[src/rtl/fir_mac_seq_if.sv]
// Sample/coefficient/result bundle for fir_mac_seq.
// master drives samples and coefficients; slave is the filter.
interface fir_mac_seq_if #(
  parameter int WIDTH      = 16,
  parameter int COEF_WIDTH = 16,
  parameter int TAPS       = 8,
  parameter int CHANNELS   = 2
);
  localparam int CW = (CHANNELS > 1) ? $clog2(CHANNELS) : 1;
  localparam int AW = $clog2(TAPS);

  logic                         in_valid;
  logic                         in_ready;
  logic [CW-1:0]                in_chan;
  logic signed [WIDTH-1:0]      in_data;
  logic                         coef_we;
  logic [AW-1:0]                coef_addr;
  logic signed [COEF_WIDTH-1:0] coef_data;
  logic                         out_valid;
  logic [CW-1:0]                out_chan;
  logic signed [WIDTH-1:0]      out_data;
  logic                         chan_err;

  modport master (
    output in_valid, in_chan, in_data, coef_we, coef_addr, coef_data,
    input  in_ready, out_valid, out_chan, out_data, chan_err
  );

  modport slave (
    input  in_valid, in_chan, in_data, coef_we, coef_addr, coef_data,
    output in_ready, out_valid, out_chan, out_data, chan_err
  );
endinterface

[src/rtl/fir_mac_seq.sv]
// Multi-channel FIR filter with one shared multiplier: one tap per clock,
// then a rounded, shifted and saturated result.
module fir_mac_seq #(
  parameter int WIDTH      = 16,
  parameter int COEF_WIDTH = 16,
  parameter int TAPS       = 8,
  parameter int CHANNELS   = 2,
  parameter int SHIFT      = 15
) (
  input logic          clk,
  input logic          reset,
  fir_mac_seq_if.slave bus
);
  localparam int CW    = (CHANNELS > 1) ? $clog2(CHANNELS) : 1;
  localparam int AW    = $clog2(TAPS);
  localparam int PW    = WIDTH + COEF_WIDTH;
  localparam int ACC_W = PW + AW;

  localparam logic [AW-1:0]        K_LAST  = AW'(TAPS - 1);
  localparam logic [CW:0]          CH_LIM  = (CW + 1)'(CHANNELS);
  localparam logic signed [ACC_W:0] RND    = (SHIFT > 0) ?
      ((ACC_W + 1)'(1) << ((SHIFT > 0) ? SHIFT - 1 : 0)) : '0;
  localparam logic signed [ACC_W:0] SAT_MAX = (ACC_W + 1)'((2 ** (WIDTH - 1)) - 1);
  localparam logic signed [ACC_W:0] SAT_MIN = ~SAT_MAX;

  typedef enum logic [1:0] {IDLE, MAC, OUT} state_t;

  state_t                       r_state;
  state_t                       w_next;
  logic signed [WIDTH-1:0]      r_dline [CHANNELS][TAPS];
  logic signed [COEF_WIDTH-1:0] r_coef  [TAPS];
  logic signed [ACC_W-1:0]      r_acc;
  logic [AW-1:0]                r_k;
  logic [CW-1:0]                r_chan;
  logic                         r_out_valid;
  logic [CW-1:0]                r_out_chan;
  logic signed [WIDTH-1:0]      r_out_data;
  logic                         r_chan_err;

  logic                         w_chan_ok;
  logic                         w_accept;
  logic signed [PW-1:0]         w_prod;
  logic signed [ACC_W:0]        w_round;
  logic signed [ACC_W:0]        w_shift;
  logic signed [WIDTH-1:0]      w_sat;

  assign w_chan_ok     = ({1'b0, bus.in_chan} < CH_LIM);
  assign w_accept      = (r_state == IDLE) && bus.in_valid && w_chan_ok;
  assign bus.in_ready  = (r_state == IDLE) && reset;
  assign bus.out_valid = r_out_valid;
  assign bus.out_chan  = r_out_chan;
  assign bus.out_data  = r_out_data;
  assign bus.chan_err  = r_chan_err;

  assign w_prod = r_coef[r_k] * r_dline[r_chan][r_k];

  // One guard bit above the accumulator keeps the rounding add exact.
  always_comb begin
    w_round = {r_acc[ACC_W-1], r_acc} + RND;
    w_shift = w_round >>> SHIFT;
    if (w_shift > SAT_MAX)      w_sat = SAT_MAX[WIDTH-1:0];
    else if (w_shift < SAT_MIN) w_sat = SAT_MIN[WIDTH-1:0];
    else                        w_sat = w_shift[WIDTH-1:0];
  end

  always_ff @(posedge clk or negedge reset) begin
    if (!reset) r_state <= IDLE;
    else        r_state <= w_next;
  end

  always_comb begin
    w_next = r_state;
    case (r_state)
      IDLE:    if (w_accept) w_next = MAC;
      MAC:     if (r_k == K_LAST) w_next = OUT;
      OUT:     w_next = IDLE;
      default: w_next = IDLE;
    endcase
  end

  always_ff @(posedge clk or negedge reset) begin
    if (!reset) begin
      for (int unsigned c = 0; c < CHANNELS; c++)
        for (int unsigned t = 0; t < TAPS; t++)
          r_dline[c][t] <= '0;
      for (int unsigned t = 0; t < TAPS; t++)
        r_coef[t] <= '0;
      r_acc       <= '0;
      r_k         <= '0;
      r_chan      <= '0;
      r_out_valid <= 1'b0;
      r_out_chan  <= '0;
      r_out_data  <= '0;
      r_chan_err  <= 1'b0;
    end else begin
      r_out_valid <= 1'b0;
      r_chan_err  <= 1'b0;
      case (r_state)
        IDLE: begin
          // The write lands at this edge, so a sample accepted alongside it
          // already multiplies against the new coefficient.
          if (bus.coef_we) r_coef[bus.coef_addr] <= bus.coef_data;
          if (bus.in_valid) begin
            if (w_chan_ok) begin
              for (int unsigned t = TAPS - 1; t > 0; t--)
                r_dline[bus.in_chan][AW'(t)] <= r_dline[bus.in_chan][AW'(t - 1)];
              r_dline[bus.in_chan][0] <= bus.in_data;
              r_acc  <= '0;
              r_k    <= '0;
              r_chan <= bus.in_chan;
            end else begin
              r_chan_err <= 1'b1;
            end
          end
        end
        MAC: begin
          r_acc <= r_acc + ACC_W'(w_prod);
          if (r_k != K_LAST) r_k <= r_k + 1'b1;
        end
        OUT: begin
          r_out_data  <= w_sat;
          r_out_chan  <= r_chan;
          r_out_valid <= 1'b1;
        end
        default: ;
      endcase
    end
  end
endmodule

[src/flat_wrapper.sv]
// flat-port wrapper written by rule: the top's interface ports become plain ports
module fir_mac_seq_flat 
#(
  parameter int WIDTH      = 16,
  parameter int COEF_WIDTH = 16,
  parameter int TAPS       = 8,
  parameter int CHANNELS   = 2,
  parameter int SHIFT      = 15
)
  (clk, reset, bus_in_valid, bus_in_chan, bus_in_data, bus_coef_we, bus_coef_addr, bus_coef_data, bus_in_ready, bus_out_valid, bus_out_chan, bus_out_data, bus_chan_err);
  fir_mac_seq_if #(.WIDTH(WIDTH), .COEF_WIDTH(COEF_WIDTH), .TAPS(TAPS), .CHANNELS(CHANNELS)) bus_i ();
  input logic clk;
  input logic reset;
  input wire logic [$bits(bus_i.in_valid)-1:0] bus_in_valid;
  input wire logic [$bits(bus_i.in_chan)-1:0] bus_in_chan;
  input wire logic [$bits(bus_i.in_data)-1:0] bus_in_data;
  input wire logic [$bits(bus_i.coef_we)-1:0] bus_coef_we;
  input wire logic [$bits(bus_i.coef_addr)-1:0] bus_coef_addr;
  input wire logic [$bits(bus_i.coef_data)-1:0] bus_coef_data;
  output wire logic [$bits(bus_i.in_ready)-1:0] bus_in_ready;
  output wire logic [$bits(bus_i.out_valid)-1:0] bus_out_valid;
  output wire logic [$bits(bus_i.out_chan)-1:0] bus_out_chan;
  output wire logic [$bits(bus_i.out_data)-1:0] bus_out_data;
  output wire logic [$bits(bus_i.chan_err)-1:0] bus_chan_err;
  assign bus_i.in_valid = bus_in_valid;
  assign bus_i.in_chan = bus_in_chan;
  assign bus_i.in_data = bus_in_data;
  assign bus_i.coef_we = bus_coef_we;
  assign bus_i.coef_addr = bus_coef_addr;
  assign bus_i.coef_data = bus_coef_data;
  assign bus_in_ready = bus_i.in_ready;
  assign bus_out_valid = bus_i.out_valid;
  assign bus_out_chan = bus_i.out_chan;
  assign bus_out_data = bus_i.out_data;
  assign bus_chan_err = bus_i.chan_err;
  fir_mac_seq #(.WIDTH(WIDTH), .COEF_WIDTH(COEF_WIDTH), .TAPS(TAPS), .CHANNELS(CHANNELS), .SHIFT(SHIFT)) u_core (.clk(clk), .reset(reset), .bus(bus_i));
endmodule
[config.mk]
export PLATFORM = sky130hd
export DESIGN_NAME = fir_mac_seq_flat
export DESIGN_NICKNAME = d
export VERILOG_FILES = /design/src/rtl/fir_mac_seq_if.sv /design/src/rtl/fir_mac_seq.sv /design/src/flat_wrapper.sv
export SDC_FILE = /design/constraint.sdc
export NUM_CORES = 1
export LEC_CHECK = 0
export CAP_MARGIN = 20
export CORE_MARGIN = 2
export CORE_UTILIZATION = 30
export CTS_BUF_LIST = sky130_fd_sc_hd__clkbuf_4 sky130_fd_sc_hd__clkbuf_8
export CTS_CLUSTER_DIAMETER = 120
export DETAILED_ROUTE_END_ITERATION = 8
export SYNTH_ARGS = -nofsm -noshare
export SYNTH_HDL_FRONTEND = slang
export SYNTH_SLANG_ARGS = --single-unit
[constraint.sdc]
create_clock -name clk -period 9.15 [get_ports clk]
set_input_delay 1.3725 -clock clk [delete_from_list [all_inputs] [get_ports clk]]
set_output_delay 1.3725 -clock clk [all_outputs]
set_load 0.03 [all_outputs]
Yosys cells after proc, flatten, opt, wreduce, memory -nomap -nowiden
Cells that the tools add are included.
{"block": "op_classes", "bitwise": 4, "addsub": 3, "multipliers": 1, "mux": 50, "magnitude_cmp": 8, "eq_ne": 8, "reduce_logical": 11}
{"operator": "bitwise mux 256 bit", "n": 8}
{"operator": "demux 128 bit (select 1 bit)", "n": 8}
{"operator": "two-way mux 128 bit", "n": 7}
{"operator": "bitwise mux 128 bit", "n": 1}
{"operator": "two-way mux 16 bit", "n": 8}
{"operator": "two-way mux 112 bit", "n": 1}
{"operator": "binary-select mux 16 bit (select 3 bit)", "n": 2}
{"operator": "two-way mux 96 bit", "n": 1}
{"operator": "two-way mux 80 bit", "n": 1}
{"operator": "one-hot mux 35 bit (2 select lines)", "n": 1}
{"operator": "two-way mux 64 bit", "n": 1}
{"operator": "demux 16 bit (select 3 bit)", "n": 1}
{"operator": "two-way mux 48 bit", "n": 1}
{"operator": "adder 35 x 16 -> 36 bit, second input constant", "n": 1}
{"operator": "adder 35 x 32 -> 35 bit", "n": 1}
{"operator": "two-way mux 35 bit", "n": 1}
{"operator": "multiplier 16 x 16 -> 32 bit", "n": 1}
{"operator": "two-way mux 32 bit", "n": 1}
{"operator": "> comparator 21 x 16 -> 1 bit, second input constant", "n": 1}
{"operator": "less-than comparator 21 x 16 -> 1 bit, second input constant", "n": 1}
{"operator": "greater-or-equal comparator 4 bit, second input constant", "n": 2}
{"operator": "NOT 3 -> 4 bit", "n": 2}
{"operator": "AND reduction 2 bit", "n": 4}
{"operator": "two-way mux 3 bit", "n": 2}
{"operator": "19 further kinds", "n": 27}
{"block": "totals", "in_bits": 40, "elab_cells": 116, "output_inout_bits": 20, "ff_bits": 443}

Longest topological paths before layout
{"block": "logic_depth", "word_depth": 13, "depth_mapped": 30}

Worst setup path after synthesis
Ideal clock, no wire load.
{"block": "synth_timing", "path_kind": "register to register", "from": "reg u_core.r_k[0]", "to": "reg u_core.r_acc[34]", "path_slack_ns": 1.608, "n_path_buf": 4, "setup_time_ns": 0.132, "stages_incl_launch_ff": 26, "arrival_time_ns": 7.410, "cell_sequence": "dfrtp_1 -> buf_2 -> buf_2 -> buf_1 -> mux4_2 -> mux4_2 -> buf_2 -> nand2_1 -> inv_1 -> fa_1 -> fa_1 -> fa_1 -> fa_1 -> fa_1 -> inv_1 -> fa_1 -> inv_1 -> ha_1 -> and3_1 -> nor4b_1 -> o21ai_0 -> nand4_1 -> a21oi_1 -> o211ai_1 -> mux2i_1 -> nand4_1"}
{"block": "synth_between", "elab_chain_len": 7, "elab_cells_between_ends": 10}
{"element": "from (decl)", "line": "fir_mac_seq.sv:33", "text": "logic [AW-1:0] r_k;"}
{"element": "from (signal assigned)", "line": "fir_mac_seq.sv:118", "text": "if (r_k != K_LAST) r_k <= r_k + 1'b1;"}
{"element": "NOT 3 -> 4 bit (implied by the code) *", "line": "fir_mac_seq.sv:55", "text": "assign w_prod = r_coef[r_k] * r_dline[r_chan][r_k];"}
{"element": "binary-select mux 16 bit (select 3 bit)", "line": "fir_mac_seq.sv:55"}
{"element": "two-way mux 16 bit (implied by the code) (2 in series)", "line": "fir_mac_seq.sv:55"}
{"element": "multiplier 16 x 16 -> 32 bit *", "line": "fir_mac_seq.sv:55"}
{"element": "adder 35 x 32 -> 35 bit *", "line": "fir_mac_seq.sv:117", "text": "r_acc <= r_acc + ACC_W'(w_prod);"}
{"element": "one-hot mux 35 bit (2 select lines) *", "line": "fir_mac_seq.sv:98", "text": "case (r_state)"}
{"element": "to (signal assigned)", "line": "fir_mac_seq.sv:117"}
{"element": "to (decl)", "line": "fir_mac_seq.sv:32", "text": "logic signed [ACC_W-1:0] r_acc;"}
Mark *: on every way between the ends. The rest lies on a longest branch, timed or not. The select of a mux whose other input is x is not followed.
A chain may end at the register's enable or synchronous reset.

Worst setup path after layout
{"block": "layout_timing", "from": "reg u_core.r_k[0]", "to": "reg u_core.r_acc[27]"}
Same word-level chain as after synthesis.

==> results.md <==
- Run status: finished, final reports clean
- Global-route total usage across every layer: 13.7%
- Core outline area: 103000 um2
- Worst hold path depth: 1
- Share of final-layout standard cells stronger than drive strength 1: between 20% and 30%
- Largest fanout of any net on the critical path: 46
- Hold path startpoint: u_core.r_coef[90]
- Initial antenna violation count: 3
- Setup TNS: 0 ps
- Non-filler cells, final: 3993
- Via count of the first global-routing pass: slightly above 20000
- Post-route worst hold slack: 499 ps
- Crit path required time: just under 10000 ps
- Average vias per placed instance: 4.66
- DIE HEIGHT: about 330 um
- Cts bufs inserted: between 70 and 80
- Cts hold-fix bufs: 0
- Pre-antenna DRT Iters: 4
- Worst-case register-to-register setup slack: slightly below 1000 ps
- Die X-Extent: about 330 um
- Post-synth EDFFs: 0
- Core Rows: 118
- Type of the setup path with the least slack: reg2reg
- Final global-route overflow total: 0
- Largest net degree at the start of global routing: 162
- Number of buffers inserted to repair setup after CTS: 0
- Routed length on met2: 32000 um
- Worst flop-to-flop path startpoint: u_core.r_k[0]
- Data arrival time at the worst-slack endpoint: 8740 ps
- Flip-flop and latch count after synthesis: 443
- Number of design rule violations left after detail routing: 0
- Worst min path class: reg2reg
- R2r worst-path depth: 23
- Synthesis-to-finish area growth: 12.2%
- Biggest area contributors in the synthesized netlist: sky130_fd_sc_hd__dfrtp_1 36%, sky130_fd_sc_hd__fa_1 20%, sky130_fd_sc_hd__mux2_2 15%
- Topmost layer with routed signal wires: met5
- Clock latency on the worst-skew pair: 680 ps
- Total of buffers placed on input and output ports: 58
- Actual transition at the worst max-transition pin: 1100 ps
- Initial Utilization: between 30% and 40%
- Nets in the synthesized netlist: 2951
- Crit. End Element: register
- Number of instances in the synthesized netlist: around 2500
- Commonest cells after routing, fill and taps aside: 439 x sky130_fd_sc_hd__dfrtp_1, 405 x sky130_fd_sc_hd__mux2_2, 363 x sky130_fd_sc_hd__inv_1
- Met3 wire len: between 2000 and 3000 um
- Iteration-0 DRC Markers: ~1000
- Estimated wirelength of the detail-placed design: 50800 um
- M1 WL: 33400 um
- Critical Path Start Type: register
- Net total in the final layout: 3021
- Clk Tree Root Cell: sky130_fd_sc_hd__clkbuf_8
- Max Buffers Root-to-Sink: 3
- Clock Skew: 36.4 ps
- Post-CTS resize count: 0
- Cell type with the largest total area after synthesis: sky130_fd_sc_hd__dfrtp_1
- Clock Pin Slew Worst Setup and Hold Paths: 60 ps
- Average cell area after synthesis: 12.4 um2
- Top-Level Pins: 60
- Commonest non-fill, non-tap cell in the layout: sky130_fd_sc_hd__dfrtp_1
- GPL Wtd Cong: roughly 0.85
- Ratio of final minimum period to clock period: 89.2%
- Final period demand of the worst path: 8160 ps
- Area of the die: about 110000 um2
- Final count of negative-setup-slack endpoints: 0
- Fraction of synthesis flops using an asynchronous set or reset pin: 100%
- Post-synth cell types: 59
- Antenna viol nets, final: 0
- Total count of hold-check failures in the final report: 0
- Warnings, synthesis: 0
- Sink Count: 443
- Clock tree from TritonCTS: built
- Max H-tree Level: 3
- Area of the mapped netlist: 31000 um2
- Count of max-cap constraint violations: 0
- First-pass GRT wire length: 117000 um
- Final count of pins violating max slew: 0
- Capture point of the worst reg-to-reg path: u_core.r_acc[27]
- Register area share after synthesis: a little over a third
- Average wire per cell in the routed design: 17.4 um
- Post-Route WL: about 70000 um
- Unrepaired setup endpoints after global routing: false
- Top-area cell type share of the netlist area: between 30 and 40%
- # placed instances: 3864
- Number of vias in the routed layout: 18600
- Slew headroom: 26.6%
- Fmax: 123 MHz
- Sink of the worst hold path: u_core.r_coef[90]
- Main synth FF type: sky130_fd_sc_hd__dfrtp_1
==> synth_stat cells (all sizes together), types with 3 or more instances <==
master / instances
dfrtp: 443
mux2: 407
inv: 363
fa: 310
nand2: 185
nor2: 118
ha: 107
mux4: 105
clkbuf: 67
o21ai: 43
buf: 38
and2: 26
xnor2: 26
mux2i: 25
a21oi: 23
nor2b: 23
xor2: 23
nand3: 19
o211ai: 19
nand2b: 18
a21o: 12
and3: 12
a22o: 9
nor3: 9
nand4: 8
o21a: 8
o21bai: 5
or2: 5
a31oi: 4
and4: 4
o31ai: 4
a211o: 3
a32o: 3
o311ai: 3
or4: 3
==> worst max path at each step <==
stage | from | to | slack [ps] | depth (start not counted)
after floorplan | u_core.r_k[0] | u_core.r_acc[34] | 1610 | 25
after global placement | u_core.r_k[0] | u_core.r_acc[33] | 1160 | 23
after detailed placement | u_core.r_k[0] | u_core.r_acc[27] | 1000 | 23
after CTS | u_core.r_k[0] | u_core.r_acc[27] | 980 | 23
after global routing | u_core.r_k[0] | u_core.r_acc[34] | 530 | 21
final | u_core.r_k[0] | u_core.r_acc[27] | 990 | 23
==> worst max-delay path, stage by stage, from the launching register on <==
cell	delay [ps]
sky130_fd_sc_hd__dfrtp_4	1030
sky130_fd_sc_hd__buf_4	470
sky130_fd_sc_hd__mux4_2	360
sky130_fd_sc_hd__mux4_2	710
sky130_fd_sc_hd__and2_1	260
sky130_fd_sc_hd__fa_1	490
sky130_fd_sc_hd__inv_1	60
sky130_fd_sc_hd__fa_1	550
sky130_fd_sc_hd__inv_1	60
sky130_fd_sc_hd__fa_1	490
sky130_fd_sc_hd__fa_1	440
sky130_fd_sc_hd__fa_1	500
sky130_fd_sc_hd__inv_1	50
sky130_fd_sc_hd__fa_1	470
sky130_fd_sc_hd__inv_1	40
sky130_fd_sc_hd__ha_1	340
sky130_fd_sc_hd__o21a_1	220
sky130_fd_sc_hd__o21a_1	170
sky130_fd_sc_hd__o21ai_0	120
sky130_fd_sc_hd__nand2_1	140
sky130_fd_sc_hd__a21oi_1	450
sky130_fd_sc_hd__a21boi_0	210
sky130_fd_sc_hd__o21a_1	200
sky130_fd_sc_hd__o31ai_1	190
==> cells by family after synthesis <==
kind of cell	Yosys count	share of synthesized area (%)
AOI/OAI and AO/OA	146	3.27
xor gates and xnor gates	49	1.38
adders and majority gates	417	24.3
buffers and inverters	468	5.89
DFF	443	35.7
muxes	537	23.2
other	1	0.0121
and+or+nand+nor	433	6.26
==> stage by stage <==
step / area (um2) / util, % / setup slack (ps)
6_report: 34800 / 33.8 / 991
5_1_grt: 34800 / 33.8 / 526
4_1_cts: 34800 / 33.8 / 985
3_5_place_dp: 33200 / 32.2 / 999
3_3_place_gp: 33200 / 32.2 / 1160
2_1_floorplan: 31000 / - / 1610
==> metal layers <==
layer	track usage (%)	vias to the layer above
li1	-	8440
met1	19.6	9731
met2	21.6	341
met3	2.22	98
met4	3.44	4
met5	0	-
==> registers in the layout, indices dropped and copies added, names as in the netlist <==
signal and flops:
u_core.r_dline 256, u_core.r_coef 128, u_core.r_acc 35, u_core.bus.out_data 16, u_core.r_k 3, u_core.r_state 2
u_core.bus.out_chan 1, u_core.bus.out_valid 1, u_core.r_chan 1
==> area by class of cell <==
cell class,count,area (um2)
fill,10300,68200
clock inverter,15,173
antenna,2,5.00
sequential,443,11100
tap,1380,1730
multi-input combinational,1583,18200
clock buffer,112,1430
inverter,363,1360
timing repair buffer,95,888
Power is left out: the tool's default activity adds up to more than one toggle a clock period on the data nets, which glitch-free logic cannot reach.
